--- src/rtl/pipe_stage_reg.sv ---
// Flow-controlled pipeline stage register carrying a payload and a control field that reads as zero in bubbles.
// Define PIPE_STAGE_REG_SKID_EN to add a skid entry and make ready_o a registered output.
module pipe_stage_reg #(
   parameter int unsigned DATA_W = 69,
   parameter int unsigned CTRL_W = 2
) (
   input  logic              clk_i,
   input  logic              rst_i,
   input  logic              flush_i,
   input  logic              valid_i,
   output logic              ready_o,
   input  logic [DATA_W-1:0] data_i,
   input  logic [CTRL_W-1:0] ctrl_i,
   output logic              valid_o,
   input  logic              ready_i,
   output logic [DATA_W-1:0] data_o,
   output logic [CTRL_W-1:0] ctrl_o,
   output logic [1:0]        occ_o
);

   typedef struct packed {
      logic [CTRL_W-1:0] ctrl;
      logic [DATA_W-1:0] data;
   } beat_t;

   beat_t in_beat;
   beat_t main_q, main_d;
   logic  main_vld_q, main_vld_d;
   logic  accept;
   logic  xfer;

   assign in_beat = '{ctrl: ctrl_i, data: data_i};
   assign accept  = valid_i & ready_o;
   assign xfer    = main_vld_q & ready_i;

`ifdef PIPE_STAGE_REG_SKID_EN
   beat_t skid_q, skid_d;
   logic  skid_vld_q, skid_vld_d;

   // ready_o comes straight from the skid flop, so it never depends on ready_i
   assign ready_o = ~skid_vld_q;
   assign occ_o   = {main_vld_q & skid_vld_q, main_vld_q ^ skid_vld_q};

   always_comb begin
      main_d     = main_q;
      main_vld_d = main_vld_q;
      skid_d     = skid_q;
      skid_vld_d = skid_vld_q;
      if (flush_i) begin
         main_vld_d = 1'b0;
         skid_vld_d = 1'b0;
      end else if (!main_vld_q || xfer) begin
         // Skid entry is older than anything offered now; ready_o=0 guarantees no accept
         if (skid_vld_q) begin
            main_d     = skid_q;
            main_vld_d = 1'b1;
            skid_vld_d = 1'b0;
         end else if (accept) begin
            main_d     = in_beat;
            main_vld_d = 1'b1;
         end else begin
            main_vld_d = 1'b0;
         end
      end else if (accept) begin
         skid_d     = in_beat;
         skid_vld_d = 1'b1;
      end
   end

   always_ff @(posedge clk_i or negedge rst_i) begin
      if (!rst_i) begin
         skid_q     <= '0;
         skid_vld_q <= 1'b0;
      end else begin
         skid_q     <= skid_d;
         skid_vld_q <= skid_vld_d;
      end
   end
`else
   assign ready_o = ~main_vld_q | ready_i;
   assign occ_o   = {1'b0, main_vld_q};

   always_comb begin
      main_d     = main_q;
      main_vld_d = main_vld_q;
      if (flush_i) begin
         main_vld_d = 1'b0;
      end else if (!main_vld_q || xfer) begin
         if (accept) begin
            main_d     = in_beat;
            main_vld_d = 1'b1;
         end else begin
            main_vld_d = 1'b0;
         end
      end
   end
`endif

   always_ff @(posedge clk_i or negedge rst_i) begin
      if (!rst_i) begin
         main_q     <= '0;
         main_vld_q <= 1'b0;
      end else begin
         main_q     <= main_d;
         main_vld_q <= main_vld_d;
      end
   end

   // Bubbles present a zero control field so downstream write enables stay off
   assign valid_o = main_vld_q;
   assign data_o  = main_q.data;
   assign ctrl_o  = main_q.ctrl & {CTRL_W{main_vld_q}};

endmodule

--- config.mk ---
export PLATFORM = sky130hd
export DESIGN_NAME = pipe_stage_reg
export DESIGN_NICKNAME = d
export VERILOG_FILES = /design/src/rtl/pipe_stage_reg.sv
export SDC_FILE = /design/constraint.sdc
export NUM_CORES = 1
export LEC_CHECK = 0
export ABC_CLOCK_PERIOD_IN_PS = 2840
export CAP_MARGIN = 0
export CORE_ASPECT_RATIO = 1.4
export CORE_MARGIN = 5
export CORE_UTILIZATION = 46
export DETAILED_ROUTE_END_ITERATION = 8
export PLACE_DENSITY = 0.95
export SETUP_SLACK_MARGIN = 0.02
export SYNTH_ARGS = -nofsm -noshare
export SYNTH_HDL_FRONTEND = slang
export SYNTH_SLANG_ARGS = --single-unit
--- constraint.sdc ---
create_clock -name clk_i -period 2.84 [get_ports clk_i]
set_input_delay 0.284 -clock clk_i [delete_from_list [all_inputs] [get_ports clk_i]]
set_output_delay 0.284 -clock clk_i [all_outputs]
set_load 0.05 [all_outputs]
==> metrics, run 1 <==
CTS sink count 72; Worst-Skew Late Latency 330 ps; largest net degree at the start of global routing 73; antenna violations before repair 0; Clock Pin Slew Worst Setup and Hold Paths 70 ps; endpoints failing setup 0; Distinct cells, synth 12; Seq cells post-synth 72; global-route wire length before repair 11.1 mm; Commonest cells post-synth dfrtp_1 (72), buf_4 (71), mux2_4 (70), buf_12 (7); Async SR Flop Fraction 1.00; grt total ovfl 0; NumNets Final 389; flop-to-flop setup slack 1100 ps; GRT Total Usage 0.149; final antenna diode count 0; IO Port Bufs 149; total power 3.42 mW; H-tree depth 3; Fmax 483 MHz; Slew HR 0.414; layout cells sized above 1 0.286; TritonRoute pass-1 iters 6; Most used DFF post-synth dfrtp_1; CP max stage delay 790 ps; pwr/cell area 724 nW/um^2; Post-Syn Area 3600 sq um; Critical R2R Launch valid_o; Mapped Cells 230; WP data required 2560 ps; CTS resizes 0; CP Launch Type register; Leak 2.07 nW; crit-path cells nor2b_4 > inv_1 > clkdlybuf4s50_1; Hold Fails Final Rpt 0; Buf/Inv on CP 2; Top Family by Delay on Critical Path buffers and inverters; vias per inst 4.51; leading area contributor after synthesis dfrtp_1; sequential fraction of the synthesis area 0.500; worst r2r path cells 4; Final Cycle Share 0.729; CTS tree done; slowest stage cell, crit path clkdlybuf4s50_1; Setup TNS 0 ps; Synth area leaders dfrtp_1 (50%), mux2_4 (29%), buf_4 (15%); GPL Wtd Cong 0.730; RSZ-0062 raised after global routing no; Boundary Pins 151; aggregate routed wire length 7.16 mm; DP HPWL 5.32 mm; vias in the first global route 2218; Initial Util 0.468; Iteration-0 DRC Markers 50; wire length per cell 17.3 um; crit-path max FO 5; Post-synth EDFFs 0; endpoint arrival time on the critical path 1790 ps; Worst Hold Class in -> async; core area 7700 sq um; FF-to-FF End data_o[58]; Fillers 587; Clock Path Buffers 2; Register Area 1800 sq um; critical path class reg -> out; multi-input logic area 1120 sq um; Area Growth Syn to Fin 31.2%; Mapped Nets 306; Die Y 115 um; Die Width 84.8 um; Final Slew Violations 0; fin crit period 2070 ps; full die area 9730 sq um; Yosys top cell area share 0.500; Core Rows 38; clock root buffer clkbuf_8; MaxCap Viol Count 0; maximum VDD drop 0.407 mV; status complete, no violations; CTS Hold Buffers Added 0; cts bufs inserted 9; Worst-Margin Slew 879 ps; post-CTS setup buffers 0; Mean Syn Cell Area 15.7 sq um; Via Count 1872; Clock Skews 6.09 ps; antenna-violating nets left 0; critical path capture point type output pin; drc violations 0; Yosys Warn Count 0; most common cell in the netlist dfrtp_1
layout by cell type, fill, tap and decap left out, types with 2 or more instances in the layout:
| master | count |
|---|---|
| clkbuf_8 | 11 |
| clkdlybuf4s50_1 | 148 |
| mux2_4 | 70 |
| dfrtp_1 | 72 |
| buf_4 | 2 |
| nor2_1 | 2 |
| and2_2 | 2 |
flip-flops by register name, summed over array words and instances, names as in the netlist:
signal / count
main_q: 2
data_o: 69
valid_o: 1
metrics by stage:
stage / worst slack, ps / utilization / instance area, sq um / hold slack, ps / std cells
after floorplan: 1120 / - / 3600 / -11.6 / 230
after global placement: 868 / 0.593 / 4570 / 448 / 402
after detailed placement: 836 / 0.593 / 4570 / 466 / 402
after CTS: 724 / 0.614 / 4730 / 91.1 / 415
after global routing: 689 / 0.614 / 4730 / 162 / 415
final: 769 / 0.614 / 4730 / 86.9 / 415
metal layers:
layer | vias up | share of wire | track usage
met5 | - | 0 | 0
met4 | 0 | 0.022 | 0.0824
met3 | 12 | 0.067 | 0.0401
met2 | 86 | 0.54 | 0.260
met1 | 918 | 0.37 | 0.163
li1 | 856 | - | -
worst max path at each step:
stage	start	endpoint	slack [ps]	depth (start not counted)
6_report	valid_o	ready_o	770	3
2_1_floorplan	valid_o	data_o[0]	1120	5
3_3_place_gp	ready_i	ready_o	870	4
3_5_place_dp	ready_i	data_o[58]	840	5
5_1_grt	valid_o	ready_o	690	3
4_1_cts	valid_o	ready_o	720	3
report_power, final:
group / switching (mW) / internal, mW / leakage, nW
Clock: 0.328 / 0.349 / 0.0842
Sequential: 0.100 / 1.20 / 0.848
Combinational: 0.826 / 0.619 / 1.14
cell type report:
type                       count  share of cell area
tap                          100              0.0265
clock inverter                 1             0.00106
timing repair buffer         151               0.321
clock buffer                  12              0.0328
inverter                       1            0.000794
multi-input combinational     78               0.237
sequential                    72               0.381
logic make-up (layout without fill, tap and decap cells):
| kind of cell | Yosys count | in the layout | synth area share |
|---|---|---|---|
| other | 1 | 1 | 0.00104 |
| DFF | 72 | 72 | 0.500 |
| and+or+nand+nor | 6 | 6 | 0.0135 |
| muxes | 71 | 71 | 0.295 |
| buffers and inverters | 80 | 165 | 0.191 |
Note: power is estimated with default switching activity, not from simulation.
==> run 2: changes to the inputs <==
ABC_CLOCK_PERIOD_IN_PS = 1990   (was 2840)
CORE_UTILIZATION = 43   (was 46)
PLACE_DENSITY = 0.93   (was 0.95)
clock period = 1.99 ns   (was 2.84 ns; I/O delays follow)
==> metrics, run 2 (synthesized netlist as in run 1, its figures left out) <==
max reg flops 69; Area Growth Syn to Fin 35.8%; Die Width 87.4 um; MaxCap Viol Count 0; sw frac 0.334; GPL Wtd Cong 0.732; GRT Total Usage 0.139; antenna-violating nets left 0; full die area 10300 sq um; TritonRoute pass-1 iters 2; CTS Hold Buffers Added 0; Final Cycle Share 0.951; vias in the first global route 2141; cts bufs inserted 9; commonest non-fill, non-tap cell in the layout clkdlybuf4s50_1; Non-Filler Instances 420; CTS tree done; post-CTS setup buffers 0; pwr/cell area 1140 nW/um^2; core area 8200 sq um; Worst-Margin Slew 864 ps; Clock Pin Slew Worst Setup and Hold Paths 50 ps; critical path class reg -> out; Leak 2.15 nW; Worst-Skew Late Latency 320 ps; CTS sink count 72; Core Rows 39; layout cells sized above 1 0.289; antenna violations before repair 0; combinational share of power 0.368; dpl cells 404; fin crit period 1890 ps; global-route wire length before repair 11.1 mm; DP HPWL 5.29 mm; critical path capture point type output pin; wire length per cell 16.8 um; IO Port Bufs 149; Via Count 1850; CTS resizes 0; net load switching power 1.87 mW; status complete, no violations; Die Y 118 um; Final Slew Violations 0; aggregate routed wire length 7.04 mm; flop-to-flop setup slack 310 ps; Boundary Pins 151; Final Instance Area 4900 sq um; vias per inst 4.40; Setup TNS 0 ps; Iteration-0 DRC Markers 38; maximum VDD drop 0.583 mV; clock power share 0.300; endpoints failing setup 0; area post-placement 4580 sq um; worst r2r path cells 4; NumNets Final 389; CP Launch Type register; clock root buffer clkbuf_16; endpoint arrival time on the critical path 1690 ps; crit-path max FO 5; RSZ-0062 raised after global routing no; Hold Fails Final Rpt 0; grt total ovfl 0; WP data required 1790 ps; Clock Skews 4.60 ps; drc violations 0; H-tree depth 3; Worst Hold Class in -> async; Clock Path Buffers 2; share of power burned in registers 0.333; largest net degree at the start of global routing 73; Initial Util 0.440; Fmax 529 MHz; Cell Int Power 3.73 mW; Slew HR 0.424; most frequent cells in the layout clkdlybuf4s50_1 (147), dfrtp_1 (72), mux2_4 (70), clkbuf_16 (9), clkbuf_1 (3); final antenna diode count 0
## run 2: power by group through the flow
| stage | Clock, mW | Combinational (mW) | Sequential (mW) |
|---|---|---|---|
| after floorplan | 0 | 1.73 | 1.84 |
| after global placement | 0 | 2.05 | 1.88 |
| after detailed placement | 0 | 2.08 | 1.88 |
| after CTS | 1.73 | 2.09 | 1.87 |
| after global routing | 1.79 | 2.13 | 1.90 |
| final | 1.68 | 2.06 | 1.86 |
## run 2: metal layers
| metal | vias to the layer above | share of wire | wire length [um] | track usage |
|---|---|---|---|---|
| li1 | 855 | - | - | - |
| met1 | 895 | 0.39 | 2750 | 0.161 |
| met2 | 88 | 0.51 | 3620 | 0.230 |
| met3 | 12 | 0.077 | 542 | 0.0431 |
| met4 | 0 | 0.019 | 134 | 0.0633 |
| met5 | - | 0 | 0 | 0 |
## run 2: through the flow
step,hold slack [ps],worst slack (ps),utilization,power [mW]
3_3_place_gp,367,145,0.559,3.93
4_1_cts,33.6,73.9,0.597,5.68
6_report,1.44,98.0,0.597,5.60
5_1_grt,86.9,24.6,0.597,5.82
3_5_place_dp,382,97.3,0.559,3.96
2_1_floorplan,-96.6,272,-,3.57
## run 2: area by class of cell
type                            count  area (sq um)
Timing Repair Buffer              151          1530
Sequential cell                    72          1800
Inverter                            1          3.75
Tap cell                          102           128
Clock buffer                       13           250
Clock inverter                      3          65.1
Multi-Input combinational cell     78          1120
Fill cell                         634          3300
## run 2: path summary, 6_finish.rpt
check,startpoint,endpoint
max,valid_o,ctrl_o[1]
min,rst_i,data_o[48]
max reg2reg,valid_o,data_o[44]
min reg2reg,data_o[52],data_o[52]
max in group asynchronous,rst_i,main_q[69]
min in group clk_i,valid_i,valid_o
## run 2: worst max-delay path, stage by stage, from the launching register on
cell and delay [ps]:
dfrtp_1 400, and2_2 160, clkdlybuf4s50_1 810
==> patch (config.mk and constraints of run 1) <==
`CTRL_W`: 2 -> 4.
--- a/src/rtl/pipe_stage_reg.sv
+++ b/src/rtl/pipe_stage_reg.sv
@@ -2,7 +2,7 @@
 // Define PIPE_STAGE_REG_SKID_EN to add a skid entry and make ready_o a registered output.
 module pipe_stage_reg #(
    parameter int unsigned DATA_W = 69,
-   parameter int unsigned CTRL_W = 2
+   parameter int unsigned CTRL_W = 4
 ) (
    input  logic              clk_i,
    input  logic              rst_i,
Ports: changed (resized ctrl_i and ctrl_o); port bits go from 151 to 155. No check against the original RTL was run, so the function may have changed too.
==> patch against run 1 <==
Maximum frequency is 0.57% higher. Total power is 10% higher. Routed wire length is 4.1% higher. Sequential cell count is 2 higher. Synthesized area is 2.4% higher. Non-clock buffer count is 3 higher. Final area is 4.2% higher. First-iteration DRC count is 24% higher. Critical path type unchanged. Setup slack better by 12 ps. Die area is 2.2% higher.
==> patch: results (changes against run 1) <==
Outcome -> completed
Final setup margin -> 781 ps (+11.7 ps)
DR iter-0 viols -> 62 (+24%)
Drt pass-1 iters -> 3 (-3)
Slew @ Worst Pin -> 886 ps (+6.36 ps)
Placer Congestion -> 0.752 (+3.1%)
Worst r2r path cells -> 4 (unchanged)
Root buf cell -> clkbuf_8
First-pass GRT wire length -> 11700 µm (+5.7%)
DR vias/cell -> 4.52 (+0.20%)
PostCTS Resize Cnt -> 0 (unchanged)
Worst IR Drop VDD -> 0.000483 V (+19%)
Final Skew -> 11.9 ps (+5.85 ps)
GR Util met1 -> 0.175 (+0.0120)
Mux share of post-synthesis cell area -> 0.294 (-0.000891)
Compound-Gate Fraction of Synth Area -> 0 (unchanged)
R2R Path End -> data_o[61]
Fill cell count -> 595 (+1.4%)
Initial antenna violation count -> 0 (unchanged)
WL per Instance -> 17.4 µm (+1.1%)
All-layer global routing usage -> 0.154 (+0.00534)
Layout cells sized above 1 -> 0.294 (+0.00786)
Max H-tree Level -> 3 (unchanged)
Postcts setup bufs -> 0 (unchanged)
Yosys cell types -> 12 (unchanged)
Largest net degree at the start of global routing -> 75 (+2.7%)
Min-Delay Path Class -> in -> async
Crit path from -> valid_o
Register area share after synthesis -> 0.502 (+0.00170)
Residual DRC -> 0 (unchanged)
Clk slew on worst S/H paths -> 80 ps
# setup viols final -> 0 (unchanged)
CP endpoint -> ready_o
Worst EP arrival -> 1780 ps
IO Port Bufs -> 153 (+2.7%)
CP max FO -> 7 (+2)
Vias in the first global route -> 2204 (-0.63%)
Grt met2 use -> 0.262 (+0.00212)
Post-synth top cells -> dfrtp_1 (74), buf_4 (71), mux2_4 (70), buf_12 (7), and2_2 (4)
Leak -> 2.16 nW (+4.1%)
Dominant cells by area after synthesis -> dfrtp_1 (50%), mux2_4 (28%), buf_4 (14%), buf_12 (3.8%), mux2_2 (0.91%)
Synth Area in XOR/XNOR -> 0 (unchanged)
Placed cell area -> 4690 µm² (+2.6%)
DPL Wire Length -> 5510 µm (+3.5%)
Mapped Nets -> 314 (+2.6%)
Ys async rst share -> 1.00 (unchanged)
Met3 Use GR -> 0.0590 (+0.0189)
R2R setup slack -> 1000 ps (-100 ps)
Place WS -> 753 ps (-82.9 ps)
Clock latency on the worst-skew pair -> 340 ps
Diode count -> 0 (unchanged)
TNS Setup -> 0 ps (unchanged)
CTS Buffer Depth -> 2 (unchanged)
Synth warn -> 0 (unchanged)
Total CTS buffers -> 9 (unchanged)
Layout Nets -> 400 (+2.8%)
Final period util -> 0.725 (-0.00411)
Post-Synth Adder-Cell Area -> 0 (unchanged)
-- patch: layer usage --
metal | share of wire | wire length, µm | vias to the layer above
li1 | - | - | 880
met1 | 0.38 | 2810 | 946
met2 | 0.52 | 3870 | 94
met3 | 0.087 | 649 | 10
met4 | 0.016 | 121 | 0
met5 | 0 | 0 | -
-- patch: per-stage QoR --
stage	std cells	hold WS (ps)	utilization
final	427	59.5	0.632
after floorplan	236	-11.6	-
after global placement	411	462	0.601
after global routing	427	138	0.632
after CTS	427	82.9	0.632
after detailed placement	411	467	0.601
-- patch: where the power goes --
group	switching [mW]	internal [mW]
combinational	0.839	0.630
clock	0.379	0.587
sequential	0.106	1.23
-- patch: how the worst min path moves through the flow --
stage / start / to / slack [ps] / depth (start not counted)
4_1_cts: rst_i / data_o[28] / 80 / 1
2_1_floorplan: rst_i / data_o[0] / -10 / 0
6_report: rst_i / data_o[28] / 60 / 1
3_3_place_gp: rst_i / data_o[20] / 460 / 1
3_5_place_dp: rst_i / data_o[28] / 470 / 1
5_1_grt: rst_i / data_o[28] / 140 / 1
-- patch: cell families after synthesis --
family                 after synthesis
buffers and inverters               80
flip-flops                          74
multiplexers                        73
AND/OR/NAND/NOR                      8
other                                1
-- patch: final cells by class --
class	instances	area, µm²	share of cell area
Timing Repair Buffer	154	1550	0.314
Clock buffer	10	128	0.0259
Inverter	1	3.75	0.000762
Multi-Input combinational cell	82	1160	0.235
Clock inverter	6	113	0.0228
Sequential cell	74	1850	0.376
Tap cell	100	125	0.0254
